==> src/rtl/arb_pkg.sv <==
// Shared types and helpers for the round-robin packet arbiter.
//   arb_state_e : two-state arbitration FSM encoding
//   rotl1       : one-hot rotate-left by one within the low w bits
//   onehot2idx  : binary index of a one-hot vector
// Helpers operate on ARB_MAX_W-bit vectors. Callers zero-extend their
// WIDTH-bit value and truncate the result back with a size cast.
package arb_pkg;

  typedef enum logic {ARB_IDLE, ARB_BUSY} arb_state_e;

  localparam int ARB_MAX_W = 32;
  localparam int ARB_IDX_W = 5;

  // Bit w-1 wraps to bit 0; bits at or above w are ignored.
  function automatic logic [ARB_MAX_W-1:0] rotl1(input logic [ARB_MAX_W-1:0] v,
                                                 input int w);
    logic [ARB_MAX_W-1:0] r;
    r = '0;
    for (int i = 0; i < ARB_MAX_W; i++) begin
      if (i < w) r[(i + 1) % w] = v[i];
    end
    return r;
  endfunction

  // OR of the indices of all set bits; exact for one-hot or zero input.
  function automatic logic [ARB_IDX_W-1:0] onehot2idx(input logic [ARB_MAX_W-1:0] v);
    logic [ARB_IDX_W-1:0] idx;
    idx = '0;
    for (int i = 0; i < ARB_MAX_W; i++) begin
      if (v[i]) idx = idx | ARB_IDX_W'(i);
    end
    return idx;
  endfunction

endpackage

==> src/rtl/arb_fp.sv <==
// Combinational fixed-priority arbiter with a movable priority point.
//   v_vld      in  WIDTH : request vector
//   v_priority in  WIDTH : one-hot position of highest priority
//   v_grant    out WIDTH : one-hot grant, first request at or above
//                          v_priority wrapping upward; zero if no request
module arb_fp #(
  parameter int WIDTH = 4
) (
  input  logic [WIDTH-1:0] v_vld,
  input  logic [WIDTH-1:0] v_priority,
  output logic [WIDTH-1:0] v_grant
);

  logic [2*WIDTH-1:0] w_dbl;
  logic [2*WIDTH-1:0] w_sel;

  // Doubling the request vector turns the wrap-around search into a plain
  // borrow chain: subtracting the priority bit clears every bit from the
  // priority position up to and including the first request, so the AND
  // with the inverted difference isolates exactly that request.
  assign w_dbl   = {v_vld, v_vld};
  assign w_sel   = w_dbl & ~(w_dbl - {{WIDTH{1'b0}}, v_priority});
  assign v_grant = w_sel[WIDTH-1:0] | w_sel[2*WIDTH-1:WIDTH];

endmodule

==> src/rtl/arb_rr_pkt.sv <==
// Round-robin, packet-locking arbiter for one shared single-beat resource.
//   clk, rst    : clock, asynchronous active-high reset
//   v_vld       : per-requester beat valid
//   v_last      : per-requester last beat of packet (qualified by v_vld)
//   rdy         : resource accepts the granted beat this cycle
//   v_grant     : registered one-hot grant, zero when idle
//   gnt_vld     : |v_grant
//   gnt_idx     : binary index of v_grant, zero when idle
//   xfer        : combinational, granted requester valid and rdy
//   err_timeout : one-cycle pulse after a grant is revoked by idle timeout
// Handshake: a beat moves on a cycle where the granted requester's v_vld
// and rdy are both high (xfer); neither side may depend on the other
// combinationally, and v_last is meaningful only on such beats.
// WIDTH must be between 2 and arb_pkg::ARB_MAX_W.
module arb_rr_pkt
  import arb_pkg::*;
#(
  parameter int WIDTH   = 4,
  parameter int TIMEOUT = 8
) (
  input  logic                     clk,
  input  logic                     rst,
  input  logic [WIDTH-1:0]         v_vld,
  input  logic [WIDTH-1:0]         v_last,
  input  logic                     rdy,
  output logic [WIDTH-1:0]         v_grant,
  output logic                     gnt_vld,
  output logic [$clog2(WIDTH)-1:0] gnt_idx,
  output logic                     xfer,
  output logic                     err_timeout
);

  localparam int IW = $clog2(WIDTH);

  arb_state_e       r_state;
  arb_state_e       w_state_nxt;
  logic [WIDTH-1:0] r_grant;
  logic [WIDTH-1:0] w_grant_nxt;
  logic [WIDTH-1:0] r_ptr;
  logic [WIDTH-1:0] w_ptr_nxt;
  logic [WIDTH-1:0] w_rot;
  logic [WIDTH-1:0] w_prio;
  logic [WIDTH-1:0] w_fp_grant;
  logic             w_gnt_valid;
  logic             w_gnt_last;
  logic             w_xfer;
  logic             w_rel_last;
  logic             w_rel_to;
  logic             w_release;
  logic             w_err;

  // Pointer that takes effect on release: the slot just above the winner.
  assign w_rot = WIDTH'(rotl1(ARB_MAX_W'(r_grant), WIDTH));

  // While busy the selector only matters on release, when the rotated
  // pointer must already be in force for the same-cycle re-arbitration.
  assign w_prio = (r_state == ARB_BUSY) ? w_rot : r_ptr;

  arb_fp #(
    .WIDTH(WIDTH)
  ) u_fp (
    .v_vld     (v_vld),
    .v_priority(w_prio),
    .v_grant   (w_fp_grant)
  );

  // Masking with the grant ignores valid/last on non-granted requesters.
  assign w_gnt_valid = |(r_grant & v_vld);
  assign w_gnt_last  = |(r_grant & v_vld & v_last);
  assign w_xfer      = w_gnt_valid & rdy;
  assign w_rel_last  = (r_state == ARB_BUSY) & w_xfer & w_gnt_last;
  assign w_release   = w_rel_last | w_rel_to;

  generate
    if (TIMEOUT > 0) begin : g_timeout
      localparam int CW = $clog2(TIMEOUT + 1);
      logic [CW-1:0] r_cnt;
      logic          r_err;

      // Fires in the idle cycle that brings the count to TIMEOUT, so the
      // register itself never has to hold TIMEOUT.
      assign w_rel_to = (r_state == ARB_BUSY) && !w_gnt_valid &&
                        (r_cnt == CW'(TIMEOUT - 1));

      always_ff @(posedge clk or posedge rst) begin
        if (rst) begin
          r_cnt <= '0;
        end else if ((r_state != ARB_BUSY) || w_gnt_valid || w_release) begin
          r_cnt <= '0;
        end else begin
          r_cnt <= r_cnt + 1'b1;
        end
      end

      // A last-beat release always wins; the two cannot coincide anyway
      // because a transfer needs the granted valid high.
      always_ff @(posedge clk or posedge rst) begin
        if (rst) begin
          r_err <= 1'b0;
        end else begin
          r_err <= w_rel_to & ~w_rel_last;
        end
      end

      assign w_err = r_err;
    end else begin : g_no_timeout
      assign w_rel_to = 1'b0;
      assign w_err    = 1'b0;
    end
  endgenerate

  always_ff @(posedge clk or posedge rst) begin
    if (rst) begin
      r_state <= ARB_IDLE;
      r_grant <= '0;
      r_ptr   <= WIDTH'(1);
    end else begin
      r_state <= w_state_nxt;
      r_grant <= w_grant_nxt;
      r_ptr   <= w_ptr_nxt;
    end
  end

  always_comb begin
    w_state_nxt = r_state;
    w_grant_nxt = r_grant;
    w_ptr_nxt   = r_ptr;
    case (r_state)
      ARB_IDLE: begin
        if (|v_vld) begin
          w_grant_nxt = w_fp_grant;
          w_state_nxt = ARB_BUSY;
        end
      end
      ARB_BUSY: begin
        if (w_release) begin
          // Back-to-back regrant when anyone is still requesting,
          // including the releasing requester (now lowest priority).
          w_ptr_nxt   = w_rot;
          w_grant_nxt = w_fp_grant;
          w_state_nxt = (|w_fp_grant) ? ARB_BUSY : ARB_IDLE;
        end
      end
      default: begin
        w_grant_nxt = '0;
        w_state_nxt = ARB_IDLE;
      end
    endcase
  end

  assign v_grant     = r_grant;
  assign gnt_vld     = |r_grant;
  assign gnt_idx     = IW'(onehot2idx(ARB_MAX_W'(r_grant)));
  assign xfer        = w_xfer;
  assign err_timeout = w_err;

endmodule
==> config.mk <==
export PLATFORM = sky130hd
export DESIGN_NAME = arb_rr_pkt
export DESIGN_NICKNAME = d
export VERILOG_FILES = /design/src/rtl/arb_pkg.sv /design/src/rtl/arb_fp.sv /design/src/rtl/arb_rr_pkt.sv
export SDC_FILE = /design/constraint.sdc
export NUM_CORES = 1
export LEC_CHECK = 0
export CORE_ASPECT_RATIO = 0.8
export CORE_MARGIN = 1.5
export CORE_UTILIZATION = 49
export CTS_CLUSTER_SIZE = 24
export DETAILED_ROUTE_END_ITERATION = 8
export GPL_ROUTABILITY_DRIVEN = 0
export PLACE_DENSITY_LB_ADDON = 0.15
export SYNTH_ARGS = -nofsm -noshare
export SYNTH_HDL_FRONTEND = slang
export SYNTH_HIERARCHICAL = 1
export SYNTH_SLANG_ARGS = --single-unit
==> constraint.sdc <==
create_clock -name clk -period 2.9 [get_ports clk]
set_input_delay 0.87 -clock clk [delete_from_list [all_inputs] [get_ports clk]]
set_output_delay 0.87 -clock clk [all_outputs]
set_load 0.1 [all_outputs]
==> results of run 1 <==
-- flip-flops by register name (all words and copies together) (netlist names) --
| signal | flops |
|---|---|
| err_timeout | 1 |
| g_timeout.r_cnt | 4 |
| r_state | 1 |
| v_grant | 4 |
| r_ptr | 4 |
-- power by group through the flow --
| stage | Sequential, mW | Combinational [mW] | Clock [mW] |
|---|---|---|---|
| after floorplan | 0.504 | 0.621 | 0 |
| after global placement | 0.345 | 1.01 | 0 |
| after detailed placement | 0.351 | 1.03 | 0 |
| after CTS | 0.348 | 1.03 | 0.146 |
| after global routing | 0.362 | 1.09 | 0.158 |
| final | 0.349 | 1.03 | 0.141 |
-- cells in the final DEF (no fill, tap or decap), types with 3 or more instances in the layout --
| cell type | instances |
|---|---|
| dfrtp_1 | 11 |
| mux2_1 | 4 |
| clkbuf_4 | 3 |
| o21a_1 | 3 |
| mux2_2 | 4 |
| nor2_1 | 7 |
| ha_1 | 4 |
| clkdlybuf4s50_1 | 10 |
| inv_1 | 7 |
| mux2_4 | 4 |
| buf_4 | 16 |
| nand3_1 | 6 |
-- timing repair --
item                       in CTS  in global routing
buffers inserted                0                  1
resized for setup               0                  1
hold buffers                    0                  0
setup endpoints to repair       0                  1
-- routing by layer --
metal / part of all wire (%) / vias to the layer above
met5: 0 / -
met4: 0.75 / 0
met3: 5.1 / 2
met2: 49 / 26
met1: 45 / 372
li1: - / 382
-- worst min-delay path by stage --
stage	end	depth (start not counted)	slack (ps)
3_5_place_dp	r_ptr[3]	1	480
6_report	g_timeout.r_cnt[0]	1	490
3_3_place_gp	g_timeout.r_cnt[0]	1	450
5_1_grt	g_timeout.r_cnt[0]	1	510
4_1_cts	g_timeout.r_cnt[0]	1	490
2_1_floorplan	g_timeout.r_cnt[0]	1	430
-- logic make-up after synthesis --
kind of cell               synth area share, %
xor gates and xnor gates                  2.76
muxes                                     15.8
DFF                                       36.9
AOI/OAI and AO/OA                         14.3
buffers and inverters                     3.94
adders and majority gates                 7.36
and+or+nand+nor                           18.9
-- layout make-up --
type,count,share of cell area (%)
multi-input cells,65,45.3
flip-flops and latches,14,27.7
repair buffers,28,19.7
clock buffers,4,2.84
well taps,24,2.35
inverters,7,2.06
-- through the flow --
step	util, %	cells	hold slack (ps)	instance area, sq um
2_1_floorplan	-	87	433	970
6_report	68.7	142	488	1280
4_1_cts	68.1	141	495	1260
5_1_grt	68.7	142	513	1280
3_3_place_gp	66.2	137	448	1230
3_5_place_dp	66.2	137	481	1230
-- critical path: cells and delay by family --
kind	cells	cell delay, ps
buffers and inverters	3	760
AOI/OAI and AO/OA	2	370
==> qor.yml, run 1 <==
global_route:
  grt_remaining_overflow: 0
  grt_util_met3_pct: 6.43
  grt_most_used_layer: "met2"
  met2_usage_pct: 37.8
  antenna_found_initial: 0
  grt_pass1_vias: 791
  met1_usage_pct: 35.8
  grt_pass1_wl_mm: 3.93
  grt_usage_pct: 25.3
  grt_max_degree: 15
synth:
  yosys.area.top_type: "dfrtp_1"
  synth.area.top_cells: "dfrtp_1 34%, mux2_4 6.3%, ha_1 5.3%"
  yosysSeqAreaShare_pct: 36.9
  synth_cell_types: 37
  synth-edff-count: 0
  syn_area_per_cell_sq_um: 10.9
  synth.top_cell.area_share_pct: 34.2
  syn-cell-area_sq_um: 952
  synthFlopType: "dfrtp_1"
  synth_fp_nets: 103
  yosysWarnings: 6
  netlist_instances: 87
  yosysMostFrequentCell: "dfrtp_1"
  ys_seq_elements: 14
  synthArstFlopShare_pct: 100
  synth_common_cells: "13 x dfrtp_1, 7 x inv_1, 7 x nor2_1, 6 x nand3_1"
setup_path:
  regToRegEndpoint: "r_state"
  ff2ff_path_depth: 10
  startpoint: "v_vld[1]"
  path_cells: "clkdlybuf4s50_1 -> buf_4 -> a22oi_2 -> a21boi_4 -> buf_12"
  worstPathMaxFanout: 7
  crit_required_ps: 2030
  crit_end: "xfer"
  worstSetupPathType: "input pin to primary output"
  endpoint_kind: "primary output"
  crit_slowest_cell: "clkdlybuf4s50_1"
  max_stage_delay_ps: 420
  crit_path_start_kind: "input pin"
  reg2reg_slack_ps: 350
  r2r_start: "r_state"
  arrival_ps: 2000
route:
  first_pass_iters: 4
  drc_errors: 0
  vias_per_cell: 5.51
  wl_mm: 2.26
  wl_per_cell_um: 15.9
  vias: 782
  postRouteAntennaNets: 0
  drtIter0Drc: 17
floorplan:
  dieHeight_um: 42.4
  start_util_pct: 51.3
  core-area_sq_um: 1860
  die-area_sq_um: 2220
  num_rows: 14
  die_w_um: 52.3
  io_pins: 20
power:
  fin_total_pwr_mw: 1.52
  clockPowerShare_pct: 9.2
  p_per_area_nw_per_um2: 1190
  combPwrFrac_pct: 67.8
  switching_share_pct: 53.5
  seqPwrFrac_pct: 22.9
  peakVddDrop_uv: 1090
  p_leak_nw: 0.592
  intPower_mw: 0.707
  p_sw_mw: 0.815
outcome:
  outcome: "finished, final reports clean"
sta:
  fmax_ghz: 0.348
  fin_crit_ps: 2870
  worst_slack_ps: 27.3
  worstMarginPinSlew_ps: 528
  finalHoldViolCount: 0
  rsz0062_at_grt: "false"
  finClkSkew_ps: 2.56
  setup_viol_count_final: 0
  tns_ps: 0
  period_share_pct: 99.1
  drv_slew: 0
  relSlewSlack_pct: 64.7
final_layout:
  seq_area_sq_um: 354
  multiInputGateArea_sq_um: 578
  final_layout_size_suffix_gt1_share_pct: 39.0
  nFillCells: 158
  insertedDiodeCount: 0
  syn_to_final_growth_pct: 34.0
  finalNetCount: 135
cts:
  cts_made_buffers: 3
  clk_path_buf_depth: 2
  clkSinkCount: 14
  insertion_delay_ps: 280
  cts_htree_levels: 1
  clk_pin_slew_ps: 90
  cts_root_buf: "clkbuf_4"
  cts_tree: "built"
hold_path:
  min_path_type: "flop to flop"
  holdCritStartpoint: "g_timeout.r_cnt[0]"
placed_design:
  numPortBuffers: 19
  pre_cts_ws_ps: -121
  place.detailed.hpwl_mm: 1.82
flow_run:
  cap_violations: 0
No activity file was read; power rests on OpenSTA's default activity.
==> inputs of run 2 (changes only) <==
- SETUP_SLACK_MARGIN: not set -> 0.1
==> qor.yml, run 2 (same netlist as run 1, synthesis figures left out) <==
outcome:
  outcome: "finished, final reports clean"
cts:
  cts_htree_levels: 1  # unchanged
  cts_root_buf: "clkbuf_4"
  clk_pin_slew_ps: 90  # about the same
  clkSinkCount: 14  # unchanged
  cts_tree: "built"
  clk_path_buf_depth: 2  # unchanged
  cts_made_buffers: 3  # unchanged
  cts_hold_buffers: 0  # unchanged
  insertion_delay_ps: 280  # about the same
floorplan:
  io_pins: 20  # unchanged
  num_rows: 14  # unchanged
  die-area_sq_um: 2220  # unchanged
  die_w_um: 52.3  # unchanged
  dieHeight_um: 42.4  # unchanged
  start_util_pct: 51.3  # unchanged
  core-area_sq_um: 1860  # unchanged
final_layout:
  final_layout_size_suffix_gt1_share_pct: 39.5  # +0.51 points
  final_common_cell: "buf_4"
  syn_to_final_growth_pct: 35.1
  fin_area_sq_um: 1290  # +0.78%
  insertedDiodeCount: 0  # unchanged
  final_cell_mix: "16 x buf_4, 11 x dfrtp_1, 7 x nor2_1, 7 x inv_1"
  stdcell_count: 143  # +0.70%
  finalNetCount: 136  # +0.74%
sta:
  worstMarginPinSlew_ps: 527  # -0.780 ps
  relSlewSlack_pct: 64.8  # about the same
  setup_viol_count_final: 0  # unchanged
  fin_crit_ps: 2660  # -216 ps
  drv_slew: 0  # unchanged
  finalHoldViolCount: 0  # unchanged
  fmax_ghz: 0.376  # +8.1%
  period_share_pct: 91.6  # -7.4 points
  finClkSkew_ps: 2.16  # -0.400 ps
  rsz0062_at_grt: "false"
setup_path:
  reg2reg_slack_ps: 340  # about the same
  max_stage_delay_ps: 260  # -160 ps
  arrival_ps: 1790  # -210 ps
  crit_required_ps: 2030  # about the same
  crit_path_start_kind: "input pin"
  startpoint: "v_vld[0]"
  crit_family: "buffers and inverters"
  cp_num_buf_inv: 3  # unchanged
  path_cells: "dlygate4sd2_1 -> buf_6 -> a22oi_2 -> a21boi_4 -> buf_12"
  worstPathMaxFanout: 7  # unchanged
  crit_slowest_cell: "dlygate4sd2_1"
  endpoint_kind: "primary output"
  worstSetupPathType: "input pin to primary output"
  r2r_start: "r_state"
route:
  met1_length_mm: 1.05  # +3.6%
  postRouteAntennaNets: 0  # unchanged
  drc_errors: 0  # unchanged
  wl_mm: 2.34  # +3.4%
  wl_per_cell_um: 16.3  # +2.7%
  top_layer_used: "met4"
  first_pass_iters: 4  # unchanged
  vias_per_cell: 5.62  # +2.1%
  wl_met2_mm: 1.16  # +4.9%
  vias: 804  # +2.8%
  drtIter0Drc: 28  # +11
  wl_met3_um: 102  # -12%
global_route:
  antenna_found_initial: 0  # unchanged
  grt_usage_pct: 25.7  # +0.46 points
  grt_pass1_vias: 812  # +2.7%
  grt_pass1_wl_mm: 4.02  # +2.1%
  grt_remaining_overflow: 0  # unchanged
  grt_max_degree: 15  # unchanged
placed_design:
  placed_cell_area_sq_um: 1230  # unchanged
  dp_cells: 137  # unchanged
  place.detailed.hpwl_mm: 1.82  # unchanged
  numPortBuffers: 19  # unchanged
power:
  p_leak_nw: 0.611  # +3.2%
  p_per_area_nw_per_um2: 1190  # about the same
  peakVddDrop_uv: 1090  # +0.58%
flow_run:
  cap_violations: 0  # unchanged
hold_path:
  min_path_type: "flop to flop"
  holdCritStartpoint: "g_timeout.r_cnt[0]"
[run 2: cell types whose count changed in the layout (fill, tap and decap cells not counted)]
cell             before  now
buf_6                 1    2
dlymetal6s2s_1        0    1
dlygate4sd2_1         0    3
clkdlybuf4s50_1      10    6
[run 2: power by group]
part | total (mW) | switching, mW | internal (mW)
Combinational | 1.04 | 0.675 | 0.368
Clock | 0.141 | 0.0645 | 0.0764
Sequential | 0.350 | 0.0819 | 0.269
Total | 1.53 | 0.821 | 0.713
[run 2: worst paths after layout]
path | depth (start not counted) | end
setup / recovery | 5 | xfer
hold / removal | 1 | g_timeout.r_cnt[0]
setup reg to reg | 10 | r_state
hold reg to reg | 1 | g_timeout.r_cnt[0]
max in group asynchronous | 2 | v_grant[3]
min in group asynchronous | 2 | r_ptr[1]
[run 2: worst reg2reg max path, stage by stage, from the launching register on]
cell,delay [ps]
dfrtp_1,460
mux2_2,380
nor2b_2,170
fa_1,370
and2b_1,220
o21ai_1,70
nor4b_1,150
o31a_1,290
nor2_1,90
nand3_1,100
a2bb2oi_1,150
[run 2: routing by layer]
metal	global-route usage, %	vias up
met4	7.69	0
met1	35.9	395
li1	-	379
met5	0	-
met2	39.3	28
met3	6.43	2
[run 2: final cells by class]
type	count	area, sq um
clock buffers	4	36.3
fillers	162	571
inverters	7	26.3
multi-input cells	65	578
flip-flops and latches	14	354
well taps	24	30.0
repair buffers	29	262
[run 2: through the flow]
stage / util (%) / setup slack [ps] / hold slack, ps / setup TNS, ps / total power, mW
6_report: 69.3 / 243 / 488 / 0 / 1.53
5_1_grt: 69.3 / 170 / 513 / 0 / 1.62
3_3_place_gp: 66.2 / -39.1 / 448 / -43.0 / 1.35
4_1_cts: 69.1 / 108 / 495 / 0 / 1.54
2_1_floorplan: - / 134 / 433 / 0 / 1.12
3_5_place_dp: 66.2 / -121 / 481 / -166 / 1.38
[run 2: timing repair]
item                                    CTS  global route
setup buffers                             2             0
endpoints found under the setup margin    1             1
pin swaps                                 3             0
gates resized for setup                   5             1
